`config.mk`:
```
export PLATFORM = sky130hd
export DESIGN_NAME = result_reader_flat
export DESIGN_NICKNAME = d
export VERILOG_FILES = /design/src/rtl/result_reader_pkg.sv /design/src/rtl/result_reader_if.sv /design/src/rtl/completion_tracker.sv /design/src/rtl/result_reader.sv /design/src/flat_wrapper.sv
export SDC_FILE = /design/constraint.sdc
export NUM_CORES = 1
export LEC_CHECK = 0
export ABC_AREA = 1
export CAP_MARGIN = 20
export CORE_MARGIN = 2
export CORE_UTILIZATION = 51
export DETAILED_ROUTE_END_ITERATION = 12
export GPL_TIMING_DRIVEN = 0
export PLACE_DENSITY = 0.83
export SETUP_SLACK_MARGIN = 0.2
export SKIP_LAST_GASP = 1
export SLEW_MARGIN = 10
export SYNTH_ARGS = -nofsm -noshare
export SYNTH_HDL_FRONTEND = slang
export SYNTH_SLANG_ARGS = --single-unit
```
`constraint.sdc`:
```
create_clock -name clk -period 2.4 [get_ports clk]
set_input_delay 0.48 -clock clk [delete_from_list [all_inputs] [get_ports clk]]
set_output_delay 0.48 -clock clk [all_outputs]
set_load 0.02 [all_outputs]
```
`src/rtl/result_reader_pkg.sv`:
```
// result_reader_pkg: shared types and constants for the result reader.
//   state_e     - reader FSM state encoding (3 bits)
//   IDX_W       - width of the word index seen by the sink
//   N_WORDS_DEF - default number of result registers
//   WIDTH_DEF   - default result word width
package result_reader_pkg;

  localparam int unsigned IDX_W       = 5;
  localparam int unsigned N_WORDS_DEF = 16;
  localparam int unsigned WIDTH_DEF   = 12;

  typedef enum logic [2:0] {
    StIdle    = 3'd0,
    StWaitEnd = 3'd1,
    StSnap    = 3'd2,
    StSend    = 3'd3,
    StDone    = 3'd4
  } state_e;

endpackage

```
`src/rtl/result_reader_if.sv`:
```
// result_reader_if: valid/ready result stream from the reader to a host-side sink.
//   out_data  - current result word
//   out_idx   - index of the current word (0 = r1)
//   out_valid - data/idx/last are valid
//   out_ready - sink accepts the word this cycle
//   out_last  - final word of the stream
// master: the reader (drives data/idx/valid/last). slave: the sink (drives ready).
interface result_reader_if #(
  parameter int unsigned WIDTH = result_reader_pkg::WIDTH_DEF
) ();

  logic [WIDTH-1:0]                   out_data;
  logic [result_reader_pkg::IDX_W-1:0] out_idx;
  logic                               out_valid;
  logic                               out_ready;
  logic                               out_last;

  modport master (
    output out_data,
    output out_idx,
    output out_valid,
    output out_last,
    input  out_ready
  );

  modport slave (
    input  out_data,
    input  out_idx,
    input  out_valid,
    input  out_last,
    output out_ready
  );

endinterface

```
`src/rtl/completion_tracker.sv`:
```
// completion_tracker: sticky OR of per-core completion flags.
//   clk_i      - clock
//   rst_i      - synchronous active-high reset
//   clr_i      - clear all sticky flags (has priority over accumulate)
//   en_i       - accumulate end_i into the sticky flags
//   end_i      - per-core completion flags
//   all_done_o - every core has finished (sticky flags OR the current flags)
module completion_tracker #(
  parameter int unsigned N_CORES = 4
) (
  input  logic               clk_i,
  input  logic               rst_i,
  input  logic               clr_i,
  input  logic               en_i,
  input  logic [N_CORES-1:0] end_i,
  output logic               all_done_o
);

  logic [N_CORES-1:0] sticky_q, sticky_d;

  always_comb begin
    sticky_d = sticky_q;
    if (clr_i) begin
      sticky_d = '0;
    end else if (en_i) begin
      sticky_d = sticky_q | end_i;
    end
  end

  always_ff @(posedge clk_i) begin
    if (rst_i) begin
      sticky_q <= '0;
    end else begin
      sticky_q <= sticky_d;
    end
  end

  // Include the live flags so the last finisher is seen in its own cycle.
  assign all_done_o = &(sticky_q | end_i);

endmodule

```
`src/rtl/result_reader.sv`:
```
// result_reader: waits for every core to finish, snapshots the result registers and
// streams them word by word to a host sink.
//   clk           - clock, rising edge
//   rst           - synchronous active-high reset
//   start_process - arms the reader (level in IDLE, rising edge elsewhere)
//   end_process   - per-core completion flags
//   res_flat      - r1..rN packed, r1 in the low word
//   out_if        - result stream (master side)
//   busy          - high while waiting, snapshotting or sending
//   done          - high once the stream has completed
// Optional feature: define RESULT_CHECKSUM_EN to append a checksum word (sum of all
// snapshot words mod 2^WIDTH, idx = N_WORDS) carrying out_last.
module result_reader
  import result_reader_pkg::*;
#(
  parameter int unsigned N_CORES = 4,
  parameter int unsigned N_WORDS = N_WORDS_DEF,
  parameter int unsigned WIDTH   = WIDTH_DEF
) (
  input  logic                     clk,
  input  logic                     rst,
  input  logic                     start_process,
  input  logic [N_CORES-1:0]       end_process,
  input  logic [N_WORDS*WIDTH-1:0] res_flat,
  result_reader_if.master          out_if,
  output logic                     busy,
  output logic                     done
);

  localparam int unsigned SelW = (N_WORDS > 1) ? $clog2(N_WORDS) : 1;
`ifdef RESULT_CHECKSUM_EN
  localparam logic [IDX_W-1:0] LastIdx = IDX_W'(N_WORDS);
`else
  localparam logic [IDX_W-1:0] LastIdx = IDX_W'(N_WORDS - 1);
`endif

  state_e             state_q, state_d;
  logic               start_q;
  logic [IDX_W-1:0]   idx_q, idx_d;
  logic [WIDTH-1:0]   data_q, data_d;
  logic               valid_q, valid_d;
  logic               last_q, last_d;
  logic               busy_q, busy_d;
  logic               done_q, done_d;
  logic [WIDTH-1:0]   snap_q [N_WORDS];
  logic [WIDTH-1:0]   snap_d [N_WORDS];
`ifdef RESULT_CHECKSUM_EN
  logic [WIDTH-1:0]   csum_q, csum_d;
`endif

  logic               start_rise;
  logic               trk_clr, trk_en, all_done;
  logic [IDX_W-1:0]   idx_nxt;
  logic [WIDTH-1:0]   word_nxt;

  completion_tracker #(
    .N_CORES (N_CORES)
  ) u_tracker (
    .clk_i      (clk),
    .rst_i      (rst),
    .clr_i      (trk_clr),
    .en_i       (trk_en),
    .end_i      (end_process),
    .all_done_o (all_done)
  );

  assign start_rise = start_process & ~start_q;
  assign idx_nxt    = idx_q + IDX_W'(1);

  // Word presented after the current one is accepted.
  always_comb begin
    word_nxt = '0;
    if (idx_nxt < IDX_W'(N_WORDS)) begin
      word_nxt = snap_q[idx_nxt[SelW-1:0]];
    end
`ifdef RESULT_CHECKSUM_EN
    else begin
      word_nxt = csum_q;
    end
`endif
  end

  always_comb begin
    state_d = state_q;
    idx_d   = idx_q;
    data_d  = data_q;
    valid_d = valid_q;
    last_d  = last_q;
    snap_d  = snap_q;
`ifdef RESULT_CHECKSUM_EN
    csum_d  = csum_q;
`endif
    trk_clr = 1'b0;
    trk_en  = 1'b0;

    unique case (state_q)
      StIdle: begin
        trk_clr = 1'b1;
        if (start_process) begin
          state_d = StWaitEnd;
        end
      end
      StWaitEnd: begin
        // A fresh start restarts the wait from scratch.
        if (start_rise) begin
          trk_clr = 1'b1;
        end else begin
          trk_en = 1'b1;
          if (all_done) begin
            state_d = StSnap;
          end
        end
      end
      StSnap: begin
        for (int unsigned k = 0; k < N_WORDS; k++) begin
          snap_d[k] = res_flat[k*WIDTH +: WIDTH];
        end
`ifdef RESULT_CHECKSUM_EN
        csum_d = '0;
        for (int unsigned k = 0; k < N_WORDS; k++) begin
          csum_d = csum_d + res_flat[k*WIDTH +: WIDTH];
        end
`endif
        // First word comes straight from the bus since snap_q loads on this same edge.
        idx_d   = '0;
        data_d  = res_flat[WIDTH-1:0];
        valid_d = 1'b1;
        last_d  = (LastIdx == '0);
        state_d = StSend;
      end
      StSend: begin
        if (valid_q && out_if.out_ready) begin
          if (idx_q == LastIdx) begin
            state_d = StDone;
            valid_d = 1'b0;
            last_d  = 1'b0;
            data_d  = '0;
            idx_d   = '0;
          end else begin
            idx_d  = idx_nxt;
            data_d = word_nxt;
            last_d = (idx_nxt == LastIdx);
          end
        end
      end
      StDone: begin
        if (start_rise) begin
          trk_clr = 1'b1;
          state_d = StWaitEnd;
        end
      end
      default: begin
        state_d = StIdle;
      end
    endcase

    busy_d = (state_d == StWaitEnd) || (state_d == StSnap) || (state_d == StSend);
    done_d = (state_d == StDone);
  end

  always_ff @(posedge clk) begin
    if (rst) begin
      state_q <= StIdle;
      start_q <= 1'b0;
      idx_q   <= '0;
      data_q  <= '0;
      valid_q <= 1'b0;
      last_q  <= 1'b0;
      busy_q  <= 1'b0;
      done_q  <= 1'b0;
      for (int unsigned k = 0; k < N_WORDS; k++) begin
        snap_q[k] <= '0;
      end
`ifdef RESULT_CHECKSUM_EN
      csum_q  <= '0;
`endif
    end else begin
      state_q <= state_d;
      start_q <= start_process;
      idx_q   <= idx_d;
      data_q  <= data_d;
      valid_q <= valid_d;
      last_q  <= last_d;
      busy_q  <= busy_d;
      done_q  <= done_d;
      for (int unsigned k = 0; k < N_WORDS; k++) begin
        snap_q[k] <= snap_d[k];
      end
`ifdef RESULT_CHECKSUM_EN
      csum_q  <= csum_d;
`endif
    end
  end

  assign out_if.out_data  = data_q;
  assign out_if.out_idx   = idx_q;
  assign out_if.out_valid = valid_q;
  assign out_if.out_last  = last_q;
  assign busy             = busy_q;
  assign done             = done_q;

endmodule

```
`src/flat_wrapper.sv`:
```
// flat-port wrapper written by rule: the top's interface ports become plain ports
module result_reader_flat import result_reader_pkg::*;
#(
  parameter int unsigned N_CORES = 4,
  parameter int unsigned N_WORDS = N_WORDS_DEF,
  parameter int unsigned WIDTH   = WIDTH_DEF
)
  (clk, rst, start_process, end_process, res_flat, busy, done, out_if_out_data, out_if_out_idx, out_if_out_valid, out_if_out_last, out_if_out_ready);
  result_reader_if #(.WIDTH(WIDTH)) out_if_i ();
  input  logic clk;
  input  logic rst;
  input  logic start_process;
  input  logic [N_CORES-1:0] end_process;
  input  logic [N_WORDS*WIDTH-1:0] res_flat;
  output logic busy;
  output logic done;
  output wire logic [$bits(out_if_i.out_data)-1:0] out_if_out_data;
  output wire logic [$bits(out_if_i.out_idx)-1:0] out_if_out_idx;
  output wire logic [$bits(out_if_i.out_valid)-1:0] out_if_out_valid;
  output wire logic [$bits(out_if_i.out_last)-1:0] out_if_out_last;
  input wire logic [$bits(out_if_i.out_ready)-1:0] out_if_out_ready;
  assign out_if_out_data = out_if_i.out_data;
  assign out_if_out_idx = out_if_i.out_idx;
  assign out_if_out_valid = out_if_i.out_valid;
  assign out_if_out_last = out_if_i.out_last;
  assign out_if_i.out_ready = out_if_out_ready;
  result_reader #(.N_CORES(N_CORES), .N_WORDS(N_WORDS), .WIDTH(WIDTH)) u_core (.clk(clk), .rst(rst), .start_process(start_process), .end_process(end_process), .res_flat(res_flat), .out_if(out_if_i), .busy(busy), .done(done));
endmodule
```
==> run summary, run 1 <==
status = complete, no violations
PwrDens = 581 nW/um2
Antenna Violating Nets Remaining = 0
layout net count = 1868
max-slew violation count = 0
drt drc = 0
max incr delay on CP = 0.71 ns
First-pass DRT Iterations = 5
largest net degree at the start of global routing = 14
share of the synthesized area in the top cell type = 44.7%
final wirelength = 35100 um
full die area = 20500 um2
Top Family by Delay on Critical Path = buffers and inverters
Final Hold Viols = 0
Rel. slew slack = 57.4%
vias in the first global route = 10200
IO buf count = 219
Power Total = 7800 uW
Yosys warning count = 0
Setup crit end kind = output port
post-DP HPWL = 26300 um
Synth cell types = 31
Pleak = 0.00535 uW
hold buffers post-CTS = 0
number of CTS-inserted buffers = 23
most frequent cells in the layout = nand2_1 (228), dfxtp_1 (220), clkdlybuf4s50_1 (217)
CP Cell Sequence = clkdlybuf4s50_1
Final min period = 2.16 ns
Mean Syn Cell Area = 6.99 um2
Sink Count = 221
Critical Path Fanout Max = 5
WHS = 0.278 ns
slowest stage cell, crit path = clkdlybuf4s50_1
register area share after synthesis = 44.7%
Synth Instances = 1414
# fillers = 1535
H-tree depth = 1
initial antenna violation count = 0
startpoint types = flip-flop
Placement Setup Slack = -0.401 ns
die width = 143 um
Global Route met3 Usage = 5.30%
synthesized net count = 1618
fraction of layout cells with a size suffix above 1 = 7.69%
root buf cell = clkbuf_16
# setup viols final = 0
Via Count = 10800
FF+latch count, synth = 221
chip height = 143 um
Core Rows = 50
critical path type = reg2out
gr usage total = 33.3%
met1 Use GR = 42.9%
Core Footprint = 18900 um2
Routed wire per std cell = 18.1 um
IO Count = 221
met2 Use GR = 55.5%
mapped cell area = 9890 um2
post-route core utilization = 71.0%
Tcrit/Tclk final = 89.9%
MaxCap Viol Count = 0
Starting Density = 52.3%
fmax = 463 MHz
final setup margin = 0.242 ns
Arr. time, crit path = 1.68 ns
busiest grt layer = met2
Bufs and invs on worst path = 1
RSZ-0062 raised after global routing = true
Worst-Skew Late Latency = 0.51 ns
TritonCTS clock tree = done
GPL Wtd Cong = 0.967
Via density = 5.55
first-pass GRT wire length = 52500 um
area grow syn2layout = 35.7%
commonest non-fill, non-tap cell in the layout = nand2_1
Final Skew = 0.0101 ns
top area cells in the synthesized netlist = dfxtp_1 (45%), o21ai_0 (11%), a21oi_1 (11%)
largest area contributor in the netlist = dfxtp_1
Min-Delay Path Class = in2reg
worst path required time = 1.92 ns
Max rail drop VDD = 0.458 mV
clock transition at the registers of the reported paths = 0.06 ns
global route overflow = 0
1st-iter DRT viols = 1037
maximum clock path buffer count = 3
Ant. Diodes = 0
worst-margin pin slew = 0.634 ns
path summary, 6_finish.rpt:
kind                                         start                                     end  slack, ns  cells after the start
min reg2reg         u_core.snap_q[35]$_SDFFE_PP0P_          u_core.snap_q[35]$_SDFFE_PP0P_       0.45                      2
max          u_core.out_if.out_idx[3]$_SDFFE_PP0P_                       out_if_out_idx[3]       0.24                      1
max reg2reg  u_core.out_if.out_idx[0]$_SDFFE_PP0P_  u_core.out_if.out_data[9]$_SDFFE_PP0P_       0.26                     14
min                                            rst   u_core.out_if.out_idx[2]$_SDFFE_PP0P_       0.28                      2
cell usage after synthesis:
cell and instances:
a31oi_1 2, a211oi_1 1, clkbuf_1 60, or2_2 1, nor3_1 4, o21ai_2 1, nand3b_1 1, nor2_4 1
ha_1 4, clkbuf_2 6, nand4_1 3, dfxtp_1 221, nand3_2 1, a22oi_1 1, buf_6 2, nand2_1 228
buf_2 34, xor2_1 1, o21ai_0 211, buf_1 3, buf_4 3, nor2_1 35, inv_1 200, o211ai_1 5
xnor2_1 2, nand3_1 160, o211a_1 1, a21oi_1 209, a21oi_2 9, inv_2 3, xor2_2 1
timing repair:
action | CTS | global route
resized for setup | 27 | 36
buffers inserted | 0 | 4
hold endpoints to repair | 0 | 0
cloned | 0 | 2
pin swaps | 0 | 3
endpoints found under the setup margin | 13 | 14
cell families (layout without fill, tap and decap cells):
family | count (synthesis) | count (layout) | synth area share [%]
compound gates | 440 | 440 | 22.9
buf+inv | 311 | 575 | 12.6
flops | 221 | 221 | 44.7
xor+xnor | 4 | 4 | 0.430
fa+ha+maj | 4 | 4 | 0.506
simple gates | 434 | 434 | 18.8
flip-flops by register name (all words and copies together), names as in the netlist:
signal / count
u_core.done: 1
u_core.busy: 1
u_core.state_q: 3
u_core.u_tracker.sticky_q: 4
u_core.snap_q: 192
u_core.out_if.out_last: 1
u_core.out_if.out_valid: 1
u_core.out_if.out_idx: 5
u_core.out_if.out_data: 12
u_core.start_q: 1
final cells by class:
type | count | area, um2 | area share, %
Buffer | 108 | 584 | 4.36
Clock buffer | 32 | 649 | 4.84
Clock inverter | 7 | 65.1 | 0.485
Inverter | 203 | 764 | 5.70
Multi-Input combinational cell | 882 | 4320 | 32.2
Sequential cell | 221 | 4430 | 33.0
Tap cell | 260 | 325 | 2.42
Timing Repair Buffer | 225 | 2280 | 17.0
per-stage QoR:
step / TNS (ns) / instance area, um2 / instances
after global placement: -3.62 / 12400 / 1893
final: 0 / 13400 / 1938
after CTS: 0 / 13200 / 1932
after global routing: 0 / 13400 / 1938
after floorplan: 0 / 9890 / 1414
after detailed placement: -3.77 / 12400 / 1893
power breakdown:
group	switching [uW]	internal [uW]	leakage (uW)
sequential	14.8	3710	0.00178
combinational	269	363	0.00322
clock	1450	1990	0.000348
layer usage:
metal  share of wire (%)  vias up  routed length, um
met1                  40     4957              14100
met4                 4.4        0               1560
met2                  46      580              16200
li1                    -     5110                  -
met3                 9.3      116               3270
met5                   0        -                  0
(Power assumes the default switching activity.)
==> run 2: changes to the inputs <==
--- a/config.mk
+++ b/config.mk
@@ -18,3 +18,4 @@
 export SYNTH_ARGS = -nofsm -noshare
 export SYNTH_HDL_FRONTEND = slang
 export SYNTH_SLANG_ARGS = --single-unit
+export TNS_END_PERCENT = 10
==> run summary, run 2 (synthesis gave the netlist of run 1 again) <==
worst-margin pin slew = 0.621 ns
max-slew violation count = 0
most flop-heavy register = u_core.snap_q
1st-iter DRT viols = 1123
die width = 143 um
sw power = 1730 uW
Clock power frac = 44.1%
Final Skew = 0.0113 ns
Tcrit/Tclk final = 91.6%
internal power = 6060 uW
Hold Path Depth = 2
Total Neg Setup Slack = 0 ns
Via density = 5.49
Final Hold Viols = 0
final setup margin = 0.202 ns
gr usage total = 33.3%
Comb pwr share = 8.1%
most frequent cells in the layout = nand2_1 (228), dfxtp_1 (220), clkdlybuf4s50_1 (218)
Placement Setup Slack = -0.401 ns
clock transition at the registers of the reported paths = 0.06 ns
GPL Wtd Cong = 0.967
Min-Delay Path Class = in2reg
status = complete, no violations
MaxCap Viol Count = 0
number of CTS-inserted buffers = 23
critical path type = reg2reg
worst path required time = 2.79 ns
worst r2r path cells = 8
TritonCTS clock tree = done
Core Footprint = 18900 um2
global route overflow = 0
final wirelength = 34600 um
Starting Density = 52.3%
drt drc = 0
root buf cell = clkbuf_16
H-tree depth = 1
full die area = 20500 um2
initial antenna violation count = 0
Setup crit start = u_core.out_if.out_idx[1]$_SDFFE_PP0P_
# setup viols final = 0
area grow syn2layout = 35.1%
Critical Path Fanout Max = 10
Core Rows = 50
# fillers = 1546
fmax = 455 MHz
Final min period = 2.20 ns
layout net count = 1864
reg2reg start = u_core.out_if.out_idx[1]$_SDFFE_PP0P_
Worst-Skew Late Latency = 0.51 ns
sequential power share = 47.8%
Worst Min Path Start = rst
fraction of layout cells with a size suffix above 1 = 7.47%
Routed wire per std cell = 17.9 um
Via Count = 10600
sw frac = 22.2%
Largest register FFs = 192
Sink Count = 221
Setup crit end kind = flip-flop
Pleak = 0.00531 uW
Antenna Violating Nets Remaining = 0
First-pass DRT Iterations = 5
largest net degree at the start of global routing = 14
Ant. Diodes = 0
chip height = 143 um
PwrDens = 583 nW/um2
Rel. slew slack = 58.3%
Arr. time, crit path = 2.59 ns
Max rail drop VDD = 0.455 mV
commonest non-fill, non-tap cell in the layout = nand2_1
RSZ-0062 raised after global routing = true
first-pass GRT wire length = 52500 um
vias in the first global route = 10200
maximum clock path buffer count = 3
IO Count = 221
post-DP HPWL = 26300 um
startpoint types = flip-flop
IO buf count = 219
run 2: timing repair:
item                                    4_1_cts  5_1_grt
resized for setup                            25       38
pin swaps                                     0        2
buffers inserted                              0        1
hold buffers                                  0        0
endpoints found under the setup margin       13       14
cloned                                        0        1
run 2: worst max-delay path: stages, from the launching register on:
cell     delay, ns
dfxtp_1       0.49
ha_1          0.34
xor2_2        0.50
buf_6         0.24
nand3_1       0.18
nand3_1       0.13
nand2_1       0.06
nand2_1       0.08
a21oi_2       0.06
run 2: cell type report:
| cell class | instances | area [um2] | share of cell area [%] |
|---|---|---|---|
| Tap cell | 260 | 325 | 2.43 |
| Multi-Input combinational cell | 882 | 4310 | 32.3 |
| Inverter | 203 | 767 | 5.74 |
| Clock buffer | 32 | 649 | 4.86 |
| Sequential cell | 221 | 4430 | 33.1 |
| Clock inverter | 7 | 65.1 | 0.487 |
| Timing Repair Buffer | 221 | 2230 | 16.7 |
| Buffer | 108 | 591 | 4.42 |
run 2: power groups by stage:
stage / clock network [uW] / logic, uW / registers, uW
2_1_floorplan: 0 / 190 / 3810
3_3_place_gp: 0 / 612 / 3800
3_5_place_dp: 0 / 615 / 3810
4_1_cts: 3420 / 623 / 3720
5_1_grt: 3560 / 683 / 3730
6_report: 3440 / 631 / 3720
run 2: final timing paths:
path / end / slack (ns)
max: u_core.out_if.out_data[4]$_SDFFE_PP0P_ / 0.20
min: u_core.out_if.out_idx[2]$_SDFFE_PP0P_ / 0.27
max reg2reg: u_core.out_if.out_data[4]$_SDFFE_PP0P_ / 0.20
min reg2reg: u_core.snap_q[35]$_SDFFE_PP0P_ / 0.45
run 2: through the flow:
stage	total power [uW]	instances	hold WS, ns	utilization [%]	instance area [um2]
6_report	7790	1934	0.270	70.7	13400
3_5_place_dp	4420	1893	0.444	65.7	12400
2_1_floorplan	4000	1414	0.425	-	9890
4_1_cts	7770	1932	0.273	69.9	13200
5_1_grt	7970	1934	0.275	70.7	13400
3_3_place_gp	4420	1893	0.437	65.7	12400
run 2: routing by layer:
| metal | GRT usage, % | vias up | routed length (um) |
|---|---|---|---|
| li1 | - | 5096 | - |
| met1 | 42.7 | 4850 | 13800 |
| met2 | 55.6 | 561 | 15900 |
| met3 | 5.43 | 103 | 3330 |
| met4 | 14.0 | 0 | 1530 |
| met5 | 0 | - | 0 |
==> RTL edit, RTL diff (settings of run 1) <==
One comparison of `idx_q` changes from == to >=.
--- a/src/rtl/result_reader.sv
+++ b/src/rtl/result_reader.sv
@@ -132,3 +132,3 @@
         if (valid_q && out_if.out_ready) begin
-          if (idx_q == LastIdx) begin
+          if (idx_q >= LastIdx) begin
             state_d = StDone;
Function: no difference found for any inputs over 10 cycles, from zero or initial values and one cycle with rst high; that may be too few to reach the edited logic, so the function may still have changed.
==> RTL edit against run 1 <==
Final cell count is 0.62% higher. Cell area shrank 0.74%. Wire length fell by 9.3%. Critical path depth up 11. Power barely moved. Setup slack better by 0.0098 ns. Via count decreased by 2.6%. Area after synthesis is 0.70% higher. Count of clock-buffer cells in the layout is the same. Sequential cell count is the same.
==> RTL edit: results (changes against run 1) <==
- Vias in the first global route: 9476 (-6.9%)
- Leakage: 5.272 nW (-1.5%)
- Rel. slew slack: 59.47% (+2.1 points)
- Synth Net Count: 1628 (+0.62%)
- Htree depth: 1 (unchanged)
- Number of distinct library cells after synthesis: 30 (-3.2%)
- RD Place Congestion: 0.9437 (-2.4%)
- Initial antenna violation count: 0 (unchanged)
- Max reg flops: 192 (unchanged)
- Placed cells: 1909 (+0.85%)
- Root Driver: clkbuf_16
- Clock Latency Late Sink: 0.52 ns
- DP HPWL: 24110 µm (-8.4%)
- Clock-pin slew on the worst setup and hold paths: 0.06 ns (about the same)
- Top Layer Used: met4
- Total track usage: 29.64% (-3.6 points)
- Synth top area cells: dfxtp_1 44%, o21ai_0 11%, a21oi_1 10%
- Number of port buffers: 219 (unchanged)
- Peak VDD IR: 0.0004709 V (+2.9%)
- Pre-CTS WS: -0.3921 ns (+0.009345 ns)
- First-pass GRT wire length: 47600 µm (-9.3%)
- Wire per inst: 16.31 µm (-9.9%)
- Post-Layout Cell Count: 1950 (+0.62%)
- Seq/Total Area, Yosys: 44.44% (-0.31 points)
- Routed length on met1: 13240 µm (-6.0%)
- Critical path arrival: 2.60 ns (+0.92 ns)
- Iter 0 DRT Violations: 856 (-17%)
- Yosys Warn Count: 0 (unchanged)
- Reg with most FFs: u_core.snap_q
- First drt pass iteration count: 5 (unchanged)
- Outcome: completed
- Metal2 WL: 14610 µm (-9.6%)
- Ys async rst share: 0% (unchanged)
- Placed inst area: 12480 µm² (+0.57%)
- Layout cells sized above 1: 7.300% (-0.39 points)
- Vias per cell: 5.377 (-3.2%)
- Skew final: 0.01467 ns (+0.004568 ns)
- Min-Delay Path Class: in2reg
- Met3 routed WL: 2944 µm (-9.8%)
- Syn Area/Cell: 6.987 µm² (about the same)
- CTS max path bufs: 3 (unchanged)
- Critical Path Fanout Max: 10 (+5)
- CTS Buf Count: 23 (unchanged)
- Post-synth top cells: 237 x nand2_1, 221 x dfxtp_1, 219 x o21ai_0
- Largest net degree at the start of global routing: 14 (unchanged)
- Ant diodes: 0 (unchanged)
- Most used DFF post-synth: dfxtp_1
-- RTL edit: changes by cell type after synthesis, sizes merged, moves of 2 or more --
cell and change:
o21ai +8, clkbuf -11, inv +9, nor2 -16
nand2 +12, nand3 +13, a21oi -3, o211ai -4
a31oi -2, buf +11, nor3 -3
-- RTL edit: cell families after synthesis --
logic type | count (synthesis) | synth area share (%)
AOI/OAI and AO/OA | 438 | 22.47
xor gates and xnor gates | 2 | 0.3268
adders and majority gates | 3 | 0.3771
buffers and inverters | 321 | 13.04
DFF | 221 | 44.44
and+or+nand+nor | 440 | 19.34
-- RTL edit: worst paths after layout --
kind,endpoint,startpoint,cells past startpoint,slack (ns)
worst min register to register,u_core.snap_q[116],u_core.snap_q[116],2,0.45
worst min-delay path,u_core.out_if.out_last,rst,2,0.27
worst max register to register,u_core.out_if.out_data[1],u_core.out_if.out_idx[0],12,0.25
worst max-delay path,u_core.out_if.out_data[1],u_core.out_if.out_idx[0],12,0.25
-- RTL edit: layout make-up --
class | instances | area, µm²
clock buffers | 32 | 669.4
clock inverters | 7 | 45.04
well taps | 265 | 331.6
fillers | 1560 | 6018
plain buffers | 108 | 564.3
inverters | 213 | 804.5
repair buffers | 221 | 2210
flip-flops and latches | 221 | 4428
multi-input cells | 883 | 4264
-- RTL edit: report_power, final --
| group | switching, mW | leakage [nW] | total (mW) | internal [mW] |
|---|---|---|---|---|
| logic | 0.281 | 3.13 | 0.657 | 0.376 |
| clock network | 1.46 | 0.360 | 3.41 | 1.94 |
| registers | 0.0148 | 1.78 | 3.74 | 3.72 |
-- RTL edit: what timing repair did --
| action | in CTS | in global routing |
|---|---|---|
| resized for setup | 20 | 16 |
| endpoints found under the setup margin | 13 | 13 |
| setup buffers | 1 | 1 |
-- RTL edit: worst max-delay path, cell delays in order, from the launching register on --
cell and delay, ns:
dfxtp_4 0.37, buf_6 0.12, inv_6 0.05, buf_8 0.12, buf_8 0.14, ha_4 0.29
buf_2 0.27, nand3_1 0.16, nand3_1 0.18, nand3_1 0.10, nand2_1 0.09, nand2_1 0.08
a21oi_1 0.12
-- RTL edit: routing by layer --
metal | up-vias | GRT usage (%)
li1 | 5119 | -
met1 | 4750 | 39.72
met2 | 538 | 49.30
met3 | 78 | 4.332
met4 | 0 | 9.546
met5 | - | 0
